**config.mk**
```make
export PLATFORM = sky130hd
export DESIGN_NAME = shift_right_seq
export DESIGN_NICKNAME = d
export VERILOG_FILES = /design/src/rtl/shift_right_seq.sv
export SDC_FILE = /design/constraint.sdc
export NUM_CORES = 1
export LEC_CHECK = 0
export BUFFER_PORTS_ARGS = -buffer_cell sky130_fd_sc_hd__buf_2
export CAP_MARGIN = 20
export CORE_ASPECT_RATIO = 1.1
export CORE_MARGIN = 4
export CORE_UTILIZATION = 25
export DETAILED_ROUTE_END_ITERATION = 8
export PLACE_DENSITY = 0.55
export SYNTH_ARGS = -nofsm -noshare
export SYNTH_HDL_FRONTEND = slang
export SYNTH_SLANG_ARGS = --single-unit
```
**constraint.sdc**
```tcl
create_clock -name Clk -period 1.5 [get_ports Clk]
set_input_delay 0.3 -clock Clk [delete_from_list [all_inputs] [get_ports Clk]]
set_output_delay 0.3 -clock Clk [all_outputs]
set_load 0.02 [all_outputs]
```
**src/rtl/shift_right_seq.sv**
```systemverilog
// Multi-cycle 32-bit right shifter: N+1 cycles Start->Done (ceil(N/2)+1 with SHIFT_RIGHT_SEQ_STEP2_EN).
// Start is ignored while Busy; Out32 holds its result until the next accepted Start.
module shift_right_seq (
  input  logic        Clk,
  input  logic        Rst_n,
  input  logic        Start,
  input  logic [31:0] In32,
  input  logic [4:0]  Shamt,
  input  logic        Arith,
  output logic [31:0] Out32,
  output logic        Busy,
  output logic        Done
);

  typedef enum logic [1:0] {
    ST_IDLE  = 2'd0,
    ST_SHIFT = 2'd1,
    ST_DONE  = 2'd2
  } state_t;

  state_t      state_q, state_d;
  logic [31:0] out_q, out_d;
  logic [4:0]  cnt_q, cnt_d;
  logic        fill_q, fill_d;

  always_ff @(posedge Clk or negedge Rst_n) begin
    if (!Rst_n) begin
      state_q <= ST_IDLE;
      out_q   <= 32'h0000_0000;
      cnt_q   <= 5'd0;
      fill_q  <= 1'b0;
    end else begin
      state_q <= state_d;
      out_q   <= out_d;
      cnt_q   <= cnt_d;
      fill_q  <= fill_d;
    end
  end

  always_comb begin
    state_d = state_q;
    out_d   = out_q;
    cnt_d   = cnt_q;
    fill_d  = fill_q;
    case (state_q)
      ST_IDLE: begin
        if (Start) begin
          out_d   = In32;
          cnt_d   = Shamt;
          fill_d  = Arith & In32[31];
          state_d = (Shamt == 5'd0) ? ST_DONE : ST_SHIFT;
        end
      end
      ST_SHIFT: begin
`ifdef SHIFT_RIGHT_SEQ_STEP2_EN
        // Two positions per cycle; a trailing odd bit takes one single step.
        if (cnt_q >= 5'd2) begin
          out_d = {fill_q, fill_q, out_q[31:2]};
          cnt_d = cnt_q - 5'd2;
        end else begin
          out_d = {fill_q, out_q[31:1]};
          cnt_d = cnt_q - 5'd1;
        end
`else
        out_d = {fill_q, out_q[31:1]};
        cnt_d = cnt_q - 5'd1;
`endif
        if (cnt_d == 5'd0) begin
          state_d = ST_DONE;
        end
      end
      ST_DONE: begin
        state_d = ST_IDLE;
      end
      default: begin
        state_d = ST_IDLE;
      end
    endcase
  end

  assign Out32 = out_q;
  assign Busy  = (state_q == ST_SHIFT) || (state_q == ST_DONE);
  assign Done  = (state_q == ST_DONE);

endmodule

```
## Word level (Yosys, flattened, before mapping)

Index checks and enable logic that the tools add are counted.

- Register bits after elaboration: 40
- Latch bits: 0
- Bits in writable memories: 0
- Memory bits (read-only): 0
- Bits of input ports: 41
- Output and inout bits: 34
- Word-level logic and storage cells: 26
- Memories kept: 0

- $add $sub $neg: 1
- Multiply operators: 0
- Divide/modulo/power cells: 0
- $lt $le $gt $ge: 0
- Equality and inequality tests: 4
- Shift-type cells: 0
- Multiplexer cells: 8
- Bitwise operators: 1
- Reductions and logical operators: 8

Operator list:

| kind | number |
|---|---|
| 32-bit one-hot mux with 2 select lines | 1 |
| 32-bit two-way mux | 1 |
| 5-bit zero test | 2 |
| 5-bit one-hot mux with 2 select lines | 1 |
| 2-bit two-way mux | 3 |
| 2-bit AND reduction | 3 |
| 5-bit two-way mux | 1 |
| 5-bit by 1-bit subtractor with 5-bit output (second input constant) | 1 |
| 2-bit inequality test (second input constant) | 2 |
| 2-bit one-hot mux with 2 select lines | 1 |
| 2-bit by 1-bit equality test with 1-bit output (second input constant) | 1 |
| 2-bit equality test (second input constant) | 1 |
| 2-bit zero test | 1 |
| 2-bit nonzero test | 1 |
| 1-bit AND | 1 |
| 1-bit logical OR | 1 |

## Depth between registers and ports, before layout

- Depth in word-level cells: 4
- Gate-level depth with buffers: 7
- Depth with buffers taken out: 6

## Worst setup path after synthesis

No wires, ideal clock.

- Kind: flip-flop to flip-flop
- From: reg state_q[1]
- To: reg out_q[10] (netlist: Out32[10])
- Setup time: 0.083 ns
- Arrival time: 1.435 ns
- Data required time: 1.417 ns
- Path slack: -0.018 ns
- Stages on the path, launching flop included: 8
- Buffers on the path: 2
- Period minus slack after synthesis: 1.518 ns
- Path through: dfrtp_1 inv_1 ha_1 mux2i_1 buf_4 buf_2 nand2_1 o21ai_0

- Longest elaborated chain between the ends: 3
- Elaborated cells between the ends (all ways): 6
- Those cells by class: eq/ne: 2; mux: 1; reduce/logical: 3

Ends and longest elaborated chain:

| what | RTL line | source |
|---|---|---|
| from (decl) | 21 | `state_t state_q, state_d;` |
| from (signal assigned) | 33 | `state_q <= state_d;` |
| 2-bit by 1-bit equality test with 1-bit output or 2-bit zero test (tied branches) | 45 | `case (state_q)` |
| 2-bit nonzero test (no source line) or 2-bit inequality test (tied branches) | -- |  |
| 2-bit AND reduction (no source line) | -- |  |
| to (signal assigned) | 34 | `out_q <= out_d;` |
| to (decl) | 22 | `logic [31:0] out_q, out_d;` |

Several ways; a longest one is shown, not always the timed one.
A chain may end at the register's enable or synchronous reset.

## Worst setup path after layout

- From: reg state_q[1]
- To: reg out_q[27] (netlist: Out32[27])

Same word-level chain as after synthesis.

==> out/summary.txt <==
Setup CP Type = register to register
max-cap viol count = 0
period utilization = 101.7%
Via Count = 1778
pre-CTS WS = -0.08641 ns
Final Skew = 0.002846 ns
RSZ-0062 raised after global routing = yes
DRC Markers = 0
Slew @ Worst Pin = 0.2691 ns
worst setup path start = state_q[1]
core area = 7955 um2
final hold violations = 0
drt via density = 4.369
P per Cell Area = 2364 nW/um2
synthesis-to-layout area growth = 50.03%
FF-to-FF Start = state_q[1]
most common cell after layout, fill and taps aside = buf_2
Register Area = 1001 um2
fraction of layout cells with a size suffix above 1 = 47.83%
first-pass GRT wire length = 8.245 mm
capturing point of the worst reg2reg path = Out32[27]
Worst Path Required = 1.71 ns
WHS = 0.2627 ns
Die H = 103.1 um
Post-synth EDFFs = 0
Fmax achieved = 655.6 MHz
mapped cell area = 2053 um2
initial antenna violation count = 0
Reg2Reg Depth = 7
Slew headroom = 81.68%
CTS Buf Count = 5
IO buf count = 74
Routed WL = 5.286 mm
drt first pass iters = 4
violated checks = setup timing
post-synthesis sequential area ratio = 48.75%
wire length per cell = 12.99 um
Worst R2R Setup Slack = -0.03 ns
post-route minimum period = 1.525 ns
Critical Path End = Out32[27]
Slew Limit Fails = 0
total gr overflow = 0
pin count of the biggest net entering global routing = 41
# diodes = 0
multi-input logic area = 1075 um2
mean cell area of the mapped netlist = 10.16 um2
Clock transition at path regs = 0.08 ns
Placement Rows = 34
die area = 9728 um2
GRT Total Usage = 10.73%
GP Congestion = 0.7903
Longest Clk Path Bufs = 2
Crit. End Element = register
setup ws final = -0.02538 ns
flip-flop and latch count after synthesis = 40
Synth cell types = 31
worst hold path type = input pin to register
final setup violation count = 4
post-route ant nets = 0
Root Driver = clkbuf_8
crit path DAT = 1.74 ns
ys async rst share = 100.0%
crit start category = register
most common flop cell mapped by yosys = dfrtp_1
synthesized instance count = 202
Pleak = 0.001445 uW
# IOs = 75
fill count = 808
Final HPWL DP = 3.771 mm
status = complete, but fails checks
TritonCTS clock tree = yes
vias in the first global route = 1705
Initial Utilization = 25.81%
H-tree depth = 2
Peak VDD IR = 992.9 uV
Final #Nets = 344
Worst-Skew Late Latency = 0.29 ns
commonest cells after routing, fill and taps aside = buf_2, dfrtp_1, mux2i_1
syn_nets = 248
Iter 0 DRT Violations = 53
CP Max Fanout = 10
Sink Count = 40
synth warn = 0
Die X = 94.41 um
-- critical path, cell delays in order, from the launching register on --
cell and delay [ns]:
dfrtp_1 0.40, inv_2 0.11, ha_4 0.16, mux2i_4 0.32, buf_12 0.18, clkbuf_16 0.15, nand2_1 0.05, o21ai_0 0.08
-- cell usage after synthesis, types with 2 or more instances --
cell	number	share of area, %
dfrtp_1	40	49
clkbuf_1	2	0.37
nand3b_1	2	0.73
buf_4	4	1.5
nor3b_1	2	0.73
o22a_1	2	0.85
o21ai_0	37	9.0
mux2i_1	33	16
inv_1	5	0.91
buf_2	5	1.2
nor2_1	3	0.55
o31ai_1	2	0.73
a21oi_1	3	0.73
a31oi_1	2	0.61
nand2_1	39	7.1
ha_1	5	3.0
buf_6	2	1.1
-- state kept, by name (all words and copies together) (netlist names) --
name,count
Out32,32
cnt_q,5
fill_q,1
state_q,2
-- how the worst min path moves through the flow --
stage                  from        to  slack (ns)  cells past startpoint
global placement      Rst_n  Out32[0]        0.29                      2
CTS                   Arith    fill_q        0.25                      3
floorplan             Rst_n  Out32[0]       0.004                      0
detailed placement    Rst_n  Out32[0]        0.29                      2
finish                Arith    fill_q        0.26                      3
global route        In32[8]  Out32[8]        0.27                      3
-- metal layers --
layer | up-vias | wire length [um] | part of all wire, % | GRT usage, %
met5 | - | 0 | 0 | 0
met4 | 0 | 36 | 0.68 | 2.333
met3 | 4 | 398 | 7.5 | 2.774
met2 | 61 | 2455 | 46 | 17.85
met1 | 821 | 2397 | 45 | 14.10
li1 | 892 | - | - | -
-- cell families (layout without fill, tap and decap cells) --
family          Yosys count  in the layout  share of synthesized area [%]
fa+ha+maj                 5              5                          3.047
buf+inv                  18            115                          5.058
flops                    40             40                          48.75
xor+xnor                  2              2                         0.8533
compound gates           51             51                          14.20
simple gates             53             53                          12.00
mux                      33             33                          16.09
-- through the flow --
step | power [uW] | TNS, ns | utilization, % | cell area (um2) | std cells
after global routing | 7870 | -2.765 | 38.72 | 3080 | 407
after CTS | 6724 | -0.06056 | 36.30 | 2888 | 402
after floorplan | 4252 | 0 | - | 2056 | 202
after global placement | 5609 | -0.1400 | 34.21 | 2721 | 390
final | 7283 | -0.05161 | 38.72 | 3080 | 407
after detailed placement | 5696 | -1.619 | 34.21 | 2721 | 390
-- power breakdown --
part / switching (uW) / internal, uW / total, uW
logic: 2210 / 2090 / 4300
clock network: 394 / 493 / 886
registers: 479 / 1610 / 2090
-- final cells by class --
| type | instances | area share, % |
|---|---|---|
| inverters | 5 | 0.6093 |
| well taps | 108 | 4.387 |
| multi-input cells | 144 | 34.89 |
| clock inverters | 3 | 1.381 |
| repair buffers | 102 | 24.00 |
| flip-flops and latches | 40 | 32.49 |
| clock buffers | 5 | 2.234 |
-- what timing repair did --
| item | 4_1_cts | 5_1_grt |
|---|---|---|
| pin swaps | 2 | 14 |
| buffers inserted | 3 | 2 |
| cloned | 0 | 3 |
| hold buffers | 1 | 0 |
| resized for setup | 5 | 57 |
| endpoints found under the setup margin | 39 | 40 |
| hold endpoints to repair | 40 | 0 |
Note: power is estimated with default switching activity, not from simulation.
